`src/rtl/adc_clk_sched_if.sv`:
```
// Job configuration channel into the ADC burst scheduler.
// A job {cfg_div, cfg_len} is transferred when cfg_valid & cfg_ready.
//   master : drives cfg_valid, cfg_div, cfg_len; receives cfg_ready
//   slave  : receives cfg_valid, cfg_div, cfg_len; drives cfg_ready
interface adc_clk_sched_if #(
  parameter int unsigned DIV_WIDTH = 12,
  parameter int unsigned LEN_WIDTH = 16
) ();
  logic                 cfg_valid;
  logic                 cfg_ready;
  logic [DIV_WIDTH-1:0] cfg_div;
  logic [LEN_WIDTH-1:0] cfg_len;

  modport master (
    output cfg_valid,
    output cfg_div,
    output cfg_len,
    input  cfg_ready
  );

  modport slave (
    input  cfg_valid,
    input  cfg_div,
    input  cfg_len,
    output cfg_ready
  );
endinterface

```
`src/rtl/adc_clk_sched.sv`:
```
// Burst scheduler for the integer ADC clock divider.
// Accepts a {div, len} job, holds the divider in reset for two cycles with the new ratio
// stable, then releases it and counts rising edges of the divided clock until len samples
// have been taken (len = 0: until stop_req). A burst never ends during a high phase.
//
// Optional feature: define ADC_SCHED_TIMEOUT_EN to add a watchdog that ends a burst with
// err = 1 when no rising edge is seen for TIMEOUT cycles in RUN. Without it err is tied 0.
//
// Ports:
//   clk, rst_n  system clock, synchronous active-low reset
//   cfg         job channel (slave side): cfg_valid/cfg_ready/cfg_div/cfg_len
//   stop_req    single-cycle request to end the running burst
//   adc_clk_in  divided clock returned from the divider (registered, clk domain)
//   div_out     ratio driven to the divider
//   div_rst_n   active-low reset driven to the divider
//   busy        high in ARM, RUN and STOP
//   sample_stb  one-cycle pulse per counted rising edge
//   sample_cnt  rising edges counted in the current burst
//   done        one-cycle pulse on burst end
//   err         one-cycle watchdog pulse
module adc_clk_sched #(
  parameter int unsigned DIV_WIDTH = 12,
  parameter int unsigned LEN_WIDTH = 16,
  parameter int unsigned TIMEOUT   = 65535
) (
  input  logic                 clk,
  input  logic                 rst_n,
  adc_clk_sched_if.slave       cfg,
  input  logic                 stop_req,
  input  logic                 adc_clk_in,
  output logic [DIV_WIDTH-1:0] div_out,
  output logic                 div_rst_n,
  output logic                 busy,
  output logic                 sample_stb,
  output logic [LEN_WIDTH-1:0] sample_cnt,
  output logic                 done,
  output logic                 err
);

  typedef enum logic [1:0] {
    StIdle,
    StArm,
    StRun,
    StStop
  } state_e;

  state_e               state_q, state_d;
  logic                 arm_cnt_q, arm_cnt_d;
  logic [DIV_WIDTH-1:0] div_q, div_d;
  logic [LEN_WIDTH-1:0] len_q, len_d;
  logic [LEN_WIDTH-1:0] cnt_q, cnt_d;
  logic                 stop_seen_q, stop_seen_d;
  logic                 adc_prev_q;
  logic                 ready_q, ready_d;
  logic                 div_rst_n_q, div_rst_n_d;
  logic                 busy_q, busy_d;
  logic                 stb_q, stb_d;
  logic                 done_q, done_d;
  logic                 err_q, err_d;

  logic handshake;
  logic rise;
  logic len_hit;
  logic stop_pend;
  logic cnt_sat;
  logic wd_fire;

  assign handshake = cfg.cfg_valid & ready_q;
  assign rise      = adc_clk_in & ~adc_prev_q;
  assign len_hit   = (len_q != '0) && (cnt_q == len_q);
  // A stop_req arriving this cycle counts immediately; it is also latched for later cycles.
  assign stop_pend = stop_seen_q | stop_req | len_hit;
  // Only continuous bursts can reach all-ones; finite bursts stop at len first.
  assign cnt_sat   = (len_q == '0) && (cnt_q == '1);

`ifdef ADC_SCHED_TIMEOUT_EN
  localparam int unsigned WdWidth = $clog2(TIMEOUT + 1);

  logic [WdWidth-1:0] wd_q, wd_d;

  // Cycles in RUN since entry or the last rising edge; fires on the TIMEOUT-th such cycle.
  always_comb begin
    wd_d    = '0;
    wd_fire = 1'b0;
    if ((state_q == StRun) && !rise) begin
      if (wd_q == WdWidth'(TIMEOUT - 1)) begin
        wd_fire = 1'b1;
      end else begin
        wd_d = wd_q + WdWidth'(1);
      end
    end
  end

  always_ff @(posedge clk) begin
    if (!rst_n) begin
      wd_q <= '0;
    end else begin
      wd_q <= wd_d;
    end
  end
`else
  logic unused_timeout;

  assign wd_fire        = 1'b0;
  assign unused_timeout = ^TIMEOUT;
`endif

  always_comb begin
    state_d     = state_q;
    arm_cnt_d   = arm_cnt_q;
    div_d       = div_q;
    len_d       = len_q;
    cnt_d       = cnt_q;
    stop_seen_d = stop_seen_q;
    stb_d       = 1'b0;
    done_d      = 1'b0;
    err_d       = 1'b0;

    unique case (state_q)
      StIdle: begin
        if (handshake) begin
          state_d     = StArm;
          arm_cnt_d   = 1'b0;
          div_d       = cfg.cfg_div;
          len_d       = cfg.cfg_len;
          cnt_d       = '0;
          stop_seen_d = 1'b0;
        end
      end
      StArm: begin
        // Two cycles with the divider held in reset and the new ratio already applied.
        arm_cnt_d = 1'b1;
        if (arm_cnt_q) begin
          state_d = StRun;
        end
      end
      StRun: begin
        if (rise) begin
          stb_d = 1'b1;
          if (!cnt_sat) begin
            cnt_d = cnt_q + LEN_WIDTH'(1);
          end
        end
        if (stop_req) begin
          stop_seen_d = 1'b1;
        end
        if (wd_fire) begin
          state_d = StStop;
          done_d  = 1'b1;
          err_d   = 1'b1;
        end else if (stop_pend && !adc_clk_in) begin
          // Leave only in a low phase so the divider never emits a truncated high pulse.
          state_d = StStop;
          done_d  = 1'b1;
        end
      end
      StStop: begin
        state_d = StIdle;
      end
      default: begin
        state_d = StIdle;
      end
    endcase

    ready_d     = (state_d == StIdle);
    busy_d      = (state_d != StIdle);
    div_rst_n_d = (state_d == StRun);
  end

  always_ff @(posedge clk) begin
    if (!rst_n) begin
      state_q     <= StIdle;
      arm_cnt_q   <= 1'b0;
      div_q       <= '0;
      len_q       <= '0;
      cnt_q       <= '0;
      stop_seen_q <= 1'b0;
      adc_prev_q  <= 1'b0;
      ready_q     <= 1'b0;
      div_rst_n_q <= 1'b0;
      busy_q      <= 1'b0;
      stb_q       <= 1'b0;
      done_q      <= 1'b0;
      err_q       <= 1'b0;
    end else begin
      state_q     <= state_d;
      arm_cnt_q   <= arm_cnt_d;
      div_q       <= div_d;
      len_q       <= len_d;
      cnt_q       <= cnt_d;
      stop_seen_q <= stop_seen_d;
      adc_prev_q  <= adc_clk_in;
      ready_q     <= ready_d;
      div_rst_n_q <= div_rst_n_d;
      busy_q      <= busy_d;
      stb_q       <= stb_d;
      done_q      <= done_d;
      err_q       <= err_d;
    end
  end

  assign cfg.cfg_ready = ready_q;
  assign div_out       = div_q;
  assign div_rst_n     = div_rst_n_q;
  assign busy          = busy_q;
  assign sample_stb    = stb_q;
  assign sample_cnt    = cnt_q;
  assign done          = done_q;
  assign err           = err_q;

endmodule
```
`src/flat_wrapper.sv`:
```
// flat-port wrapper written by rule: the top's interface ports become plain ports
module adc_clk_sched_flat 
#(
  parameter int unsigned DIV_WIDTH = 12,
  parameter int unsigned LEN_WIDTH = 16,
  parameter int unsigned TIMEOUT   = 65535
)
  (clk, rst_n, stop_req, adc_clk_in, div_out, div_rst_n, busy, sample_stb, sample_cnt, done, err, cfg_cfg_valid, cfg_cfg_div, cfg_cfg_len, cfg_cfg_ready);
  adc_clk_sched_if #(.DIV_WIDTH(DIV_WIDTH), .LEN_WIDTH(LEN_WIDTH)) cfg_i ();
  input  logic clk;
  input  logic rst_n;
  input  logic stop_req;
  input  logic adc_clk_in;
  output logic [DIV_WIDTH-1:0] div_out;
  output logic div_rst_n;
  output logic busy;
  output logic sample_stb;
  output logic [LEN_WIDTH-1:0] sample_cnt;
  output logic done;
  output logic err;
  input wire logic [$bits(cfg_i.cfg_valid)-1:0] cfg_cfg_valid;
  input wire logic [$bits(cfg_i.cfg_div)-1:0] cfg_cfg_div;
  input wire logic [$bits(cfg_i.cfg_len)-1:0] cfg_cfg_len;
  output wire logic [$bits(cfg_i.cfg_ready)-1:0] cfg_cfg_ready;
  assign cfg_i.cfg_valid = cfg_cfg_valid;
  assign cfg_i.cfg_div = cfg_cfg_div;
  assign cfg_i.cfg_len = cfg_cfg_len;
  assign cfg_cfg_ready = cfg_i.cfg_ready;
  adc_clk_sched #(.DIV_WIDTH(DIV_WIDTH), .LEN_WIDTH(LEN_WIDTH), .TIMEOUT(TIMEOUT)) u_core (.clk(clk), .rst_n(rst_n), .cfg(cfg_i), .stop_req(stop_req), .adc_clk_in(adc_clk_in), .div_out(div_out), .div_rst_n(div_rst_n), .busy(busy), .sample_stb(sample_stb), .sample_cnt(sample_cnt), .done(done), .err(err));
endmodule
```
`config.mk`:
```
export PLATFORM = sky130hd
export DESIGN_NAME = adc_clk_sched_flat
export DESIGN_NICKNAME = d
export VERILOG_FILES = /design/src/rtl/adc_clk_sched_if.sv /design/src/rtl/adc_clk_sched.sv /design/src/flat_wrapper.sv
export SDC_FILE = /design/constraint.sdc
export NUM_CORES = 1
export LEC_CHECK = 0
export ABC_CLOCK_PERIOD_IN_PS = 2100
export CAP_MARGIN = 20
export CORE_MARGIN = 10
export CORE_UTILIZATION = 48
export DETAILED_ROUTE_END_ITERATION = 7
export PLACE_DENSITY = 0.88
export SYNTH_ARGS = -nofsm -noshare
export SYNTH_HDL_FRONTEND = slang
export SYNTH_SLANG_ARGS = --single-unit
```
`constraint.sdc`:
```
create_clock -name clk -period 2.1 [get_ports clk]
set_input_delay 0.42 -clock clk [delete_from_list [all_inputs] [get_ports clk]]
set_output_delay 0.42 -clock clk [all_outputs]
set_load 0.05 [all_outputs]
```
==> results of run 1 <==
==> registers in the layout (all words and copies together), names as in the netlist, 2 cells and up <==
signal,flops
u_core.state_q,2
u_core.div_out,12
u_core.len_q,16
u_core.sample_cnt,16
==> final cells by class <==
type,count,area share
clock inverters,3,0.00643
well taps,70,0.0265
repair buffers,74,0.222
clock buffers,5,0.0208
flip-flops and latches,54,0.328
multi-input cells,208,0.394
inverters,2,0.00227
==> final timing paths <==
kind                                      start                                  to  cells after the start
max          u_core.sample_cnt[11]$_SDFFE_PN0P_                      sample_cnt[11]                      1
min              u_core.div_out[9]$_SDFFE_PN0P_      u_core.div_out[9]$_SDFFE_PN0P_                      2
max reg2reg       u_core.len_q[15]$_SDFFE_PN0P_  u_core.sample_cnt[10]$_SDFFE_PN0P_                      5
min reg2reg      u_core.div_out[9]$_SDFFE_PN0P_      u_core.div_out[9]$_SDFFE_PN0P_                      2
==> synth_stat cells, types with 2 or more instances <==
library cell	count
a31o_2	5
nor2b_1	4
o21ai_0	3
a21oi_1	10
buf_2	2
clkbuf_1	9
nor4_1	6
buf_1	2
and4_4	2
buf_4	3
mux2i_1	2
xnor2_1	10
a211oi_2	2
a31oi_1	5
nor3_1	3
xor2_1	8
nand4_1	6
and4_1	5
inv_1	2
a41o_1	2
nand2_1	69
nor2_1	11
a21boi_0	28
dfxtp_1	54
and2_1	6
and3_1	3
==> stage by stage <==
| step | cell area (um2) | cells | util | hold slack (ps) | power [mW] |
|---|---|---|---|---|---|
| floorplan | 2480 | 282 | - | 457 | 1.36 |
| global placement | 3200 | 408 | 0.635 | 448 | 1.49 |
| detailed placement | 3200 | 408 | 0.635 | 455 | 1.50 |
| CTS | 3290 | 416 | 0.653 | 469 | 2.07 |
| global route | 3310 | 416 | 0.656 | 493 | 2.16 |
| finish | 3310 | 416 | 0.656 | 464 | 2.06 |
==> power breakdown <==
group          internal, mW  total (mW)  switching (mW)
Clock                 0.235       0.586           0.351
Combinational         0.164       0.374           0.210
Sequential             1.06        1.10          0.0311
Total                  1.46        2.06           0.593
==> placed cells by master, fill, tap and decap left out, types with 6 or more instances in the layout <==
cell type / n
dfxtp_1: 52
and2_1: 6
nor4_1: 6
clkdlybuf4s50_1: 55
xor2_1: 8
dlymetal6s2s_1: 6
a21oi_1: 10
xnor2_1: 10
buf_4: 12
a21boi_0: 28
nor2_1: 11
nand2_1: 69
nand4_1: 6
==> layer usage <==
layer	up-vias	GRT usage
met5	-	0
met4	0	0.0514
met1	1034	0.171
met2	75	0.234
li1	1102	-
met3	10	0.0742
==> logic make-up (layout without fill, tap and decap cells) <==
family,Yosys count,after routing,share of synthesized area
adders and majority gates,1,1,0.00505
muxes,2,2,0.00808
other,1,1,0.00151
AOI/OAI and AO/OA,62,62,0.192
DFF,54,54,0.436
xor gates and xnor gates,18,18,0.0636
buffers and inverters,20,84,0.0394
and+or+nand+nor,124,124,0.254
==> metrics, run 1 <==
Setup Crit Path Kind=reg -> out; YS warnings=0; setup slack after layout=52.3 ps; Core ar.=5040 um2; FMAX=approximately 490 MHz; critical path startpoint category=register; R2R Setup Slk=around 260 ps; Synth Net Count=316; critical path arrival=1630 ps; IO Port Bufs=65; DRT antenna net count=0; P_leak=1.34 nW; WL met1=between 2000 and 3000 um; largest net degree at the start of global routing=36; starting density of the core=0.491; slowest CP cell=clkdlybuf4s50_1; Initial DRT Pass Iterations=5; Max Used Layer=met4; Clk Tree Root Cell=clkbuf_8; Fin Clk Skew=between 10 and 15 ps; RSZ-0062 raised after global routing=no; WL final=roughly 6100 um; unique cell type count in the Yosys netlist=46; RePlAce Congestion=roughly 0.83; TNS Setup=0 ps; Max Slew Vio Count=0; Gate Count Post-Synth=282; Initial DRC Count=196; WP data required=1680 ps; CTS Buf Count=5; Critical Path Fanout Max=5; Clock Path Buffers=2; number of vias per cell=5.34; routed wl met3=594 um; post-synthesis cell area=roughly 2500 um2; max_cap viols=0; crit-path max cell delay=860 ps; CTS resizes=0; vias in the first global route=2208; Clk pin slew, worst setup/hold paths=100 ps; area delta synth->final=33.5%; synth top area cells=dfxtp_1 44%, nand2_1 10%, a21boi_0 8.5%; gr ovfl total=0; CTS tree=done; clk sink count=54; area occupied by registers=around 1100 um2; Via Count=2221; WL/cell=between 10 and 15 um; CP Capture Type=output port; met2 wire length=2860 um; final setup violation count=0; fill count=424; area of the multi-input gates=roughly 1300 um2; HPWL Detailed=approximately 4700 um; clk_lat worst skew=320 ps; WP buf/inv=1; num ports=67; EDFF count, synth=0; hold bufs inserted after CTS=0; Yosys top cell by area=dfxtp_1; top cell type's share of synthesized area=0.436; slew margin rel.=0.646; PD cells=621 nW/um2; Max VDD drop=between 0.5 and 0.6 mV; setup slack at placement=18.9 ps; Hold Crit Class=reg -> reg; Min Clock Period, post-route=2050 ps; die area=8430 um2; n_diodes=0; sequential share of the synthesized area=0.436; final hold vios=0; outcome=completed; chip height=91.8 um; #FFs+latches synth=54; worst path cell trace=clkdlybuf4s50_1; Worst Max-Slew Pin Slew=529 ps; Primary FF master, synth=dfxtp_1; drt drc=0; layout cells sized above 1=0.116; syn avg cell area=just under 9 um2; Period Utilization, post-route=0.975; post-CTS setup repair buffer count=0; H-tree depth=2; Die W=91.8 um; first-pass GRT wire length=10500 um; row count=26; cell family with most CP delay=buffers and inverters; GRT Total Usage=0.149; async set or reset register ratio after synthesis=0; initial antenna violation count=0; Nets=379
(Power assumes the default switching activity.)
==> run 2: changes to the inputs <==
ABC_CLOCK_PERIOD_IN_PS = default   (was 2100)
CORE_MARGIN = 8   (was 10)
==> run 2 against run 1 <==
  * Cell count up 0.48%
  * Non-clock buffer count increased by 2
  * Clock power increased by 2%
  * Register-to-register slack worse by 40 ps
  * Total power up 0.81%
  * Setup slack worse by 17 ps
  * Largest power group unchanged
==> metrics, run 2 (synthesis results as in run 1) <==
crit-path max cell delay=860 ps; Clk Tree Root Cell=clkbuf_8; Max Slew Vio Count=0; Clock Path Buffers=2; DRT antenna net count=0; slew margin rel.=0.644; clk sink count=54; gr ovfl total=0; Power Internal=about 1.5 mW; Clk pwr share=0.288; CTS tree=done; WL/cell=15.0 um; most frequent cells in the layout=69 x nand2_1, 60 x clkdlybuf4s50_1, 52 x dfxtp_1; max_cap viols=0; GRT Total Usage=0.166; Pwr Total=2.07 mW; RSZ-0062 raised after global routing=no; P_leak=1.30 nW; Hold EP=u_core.div_out[10]$_SDFFE_PN0P_; die area=7720 um2; final setup violation count=0; Flop pwr share=0.529; Die W=approximately 88 um; setup slack after layout=around 36 ps; drt drc=0; # placed instances=between 400 and 500; worst path cell trace=clkdlybuf4s50_1; critical path startpoint category=register; n_diodes=0; post-CTS setup repair buffer count=0; Fin Clk Skew=6.07 ps; slowest CP cell=clkdlybuf4s50_1; FF-to-FF End=u_core.sample_cnt[13]$_SDFFE_PN0P_; WL final=6260 um; WP buf/inv=1; chip height=87.8 um; Initial DRC Count=166; RePlAce Congestion=approximately 0.83; layout cells sized above 1=0.112; vias in the first global route=approximately 2200; Critical Path Fanout Max=6; Via Count=roughly 2300; fin cells=418; clk_lat worst skew=310 ps; R2R Setup Slk=220 ps; final core utilization=0.659; critical path arrival=approximately 1600 ps; most common cell after layout, fill and taps aside=nand2_1; PD cells=624 nW/um2; CP Capture Type=output port; setup slack at placement=-49.5 ps; IO Port Bufs=65; outcome=completed; Hold Path Depth=2; Nets=381; starting density of the core=0.491; final hold vios=0; num ports=67; area delta synth->final=34.1%; largest net degree at the start of global routing=36; Max VDD drop=0.385 mV; HPWL Detailed=4610 um; CTS Buf Count=5; r2r worst-path depth=5; WP data required=roughly 1700 ps; Core ar.=5040 um2; initial antenna violation count=0; Min Clock Period, post-route=2060 ps; Comb pwr share=0.183; Initial DRT Pass Iterations=4; first-pass GRT wire length=10200 um; FMAX=484 MHz; Sw Ratio=0.278; P_sw=~0.58 mW; cell family with most CP delay=buffers and inverters; number of vias per cell=5.43; H-tree depth=2; Clk pin slew, worst setup/hold paths=~90 ps; Worst Max-Slew Pin Slew=between 500 and 600 ps; row count=26; Setup Crit Path Kind=reg -> out; Worst Hold Launch=u_core.div_out[10]$_SDFFE_PN0P_; Period Utilization, post-route=0.983; worst r2r src=u_core.len_q[10]$_SDFFE_PN0P_; Hold Crit Class=reg -> reg; fill count=400
[run 2: changes by cell type in the layout (fill, tap and decap cells not counted), sizes merged]
cell / previous run / this run
clkdlybuf4s50: 55 / 60
clkinv: 2 / 1
clkbuf: 5 / 7
dlymetal6s2s: 6 / 3
clkinvlp: 1 / 0
[run 2: how the worst max path moves through the flow]
stage | from | endpoint | slack, ps | depth (start not counted)
3_3_place_gp | adc_clk_in | u_core.sample_cnt[10]$_SDFFE_PN0P_ | 40 | 6
5_1_grt | u_core.sample_cnt[3]$_SDFFE_PN0P_ | sample_cnt[3] | 7 | 1
3_5_place_dp | adc_clk_in | u_core.sample_cnt[13]$_SDFFE_PN0P_ | -50 | 6
4_1_cts | u_core.sample_cnt[3]$_SDFFE_PN0P_ | sample_cnt[3] | 50 | 1
6_report | u_core.sample_cnt[3]$_SDFFE_PN0P_ | sample_cnt[3] | 40 | 1
2_1_floorplan | u_core.sample_cnt[4]$_SDFFE_PN0P_ | u_core.sample_cnt[14]$_SDFFE_PN0P_ | 160 | 6
[run 2: metal layers]
layer,track usage,vias up,part of all wire
met5,0,-,0
met4,0.0594,0,0.019
met3,0.0516,14,0.075
met2,0.277,79,0.48
met1,0.195,1062,0.42
li1,-,1114,-
[run 2: cell type report]
type	count	area, um2	share of cell area
Clock buffer	7	86.3	0.0260
Clock inverter	1	5.00	0.00151
Inverter	2	7.51	0.00226
Multi-Input combinational cell	208	1300	0.392
Sequential cell	54	1080	0.326
Tap cell	70	87.6	0.0264
Timing Repair Buffer	76	748	0.225
[run 2: power groups by stage]
stage | clock network [mW] | logic [mW] | registers (mW)
floorplan | 0 | 0.179 | 1.18
global placement | 0 | 0.372 | 1.12
detailed placement | 0 | 0.378 | 1.12
CTS | 0.605 | 0.381 | 1.10
global route | 0.648 | 0.408 | 1.10
finish | 0.597 | 0.379 | 1.10
[run 2: what timing repair did]
item,4_1_cts,5_1_grt
resized for setup,0,3
endpoints found under the setup margin,0,3
hold buffers,0,0
[run 2: per-stage QoR]
step / cell area (um2) / hold WS [ps] / TNS, ps
6_report: 3320 / 468 / 0
5_1_grt: 3320 / 497 / 0
4_1_cts: 3310 / 473 / 0
3_5_place_dp: 3220 / 458 / -83.7
3_3_place_gp: 3220 / 447 / 0
2_1_floorplan: 2480 / 457 / 0
[run 2: worst register-to-register path: stages (launching register included)]
cell and delay (ps):
dfxtp_1 350, nor4_1 340, and4_1 520, a21oi_2 170, buf_4 180, a31o_2 220
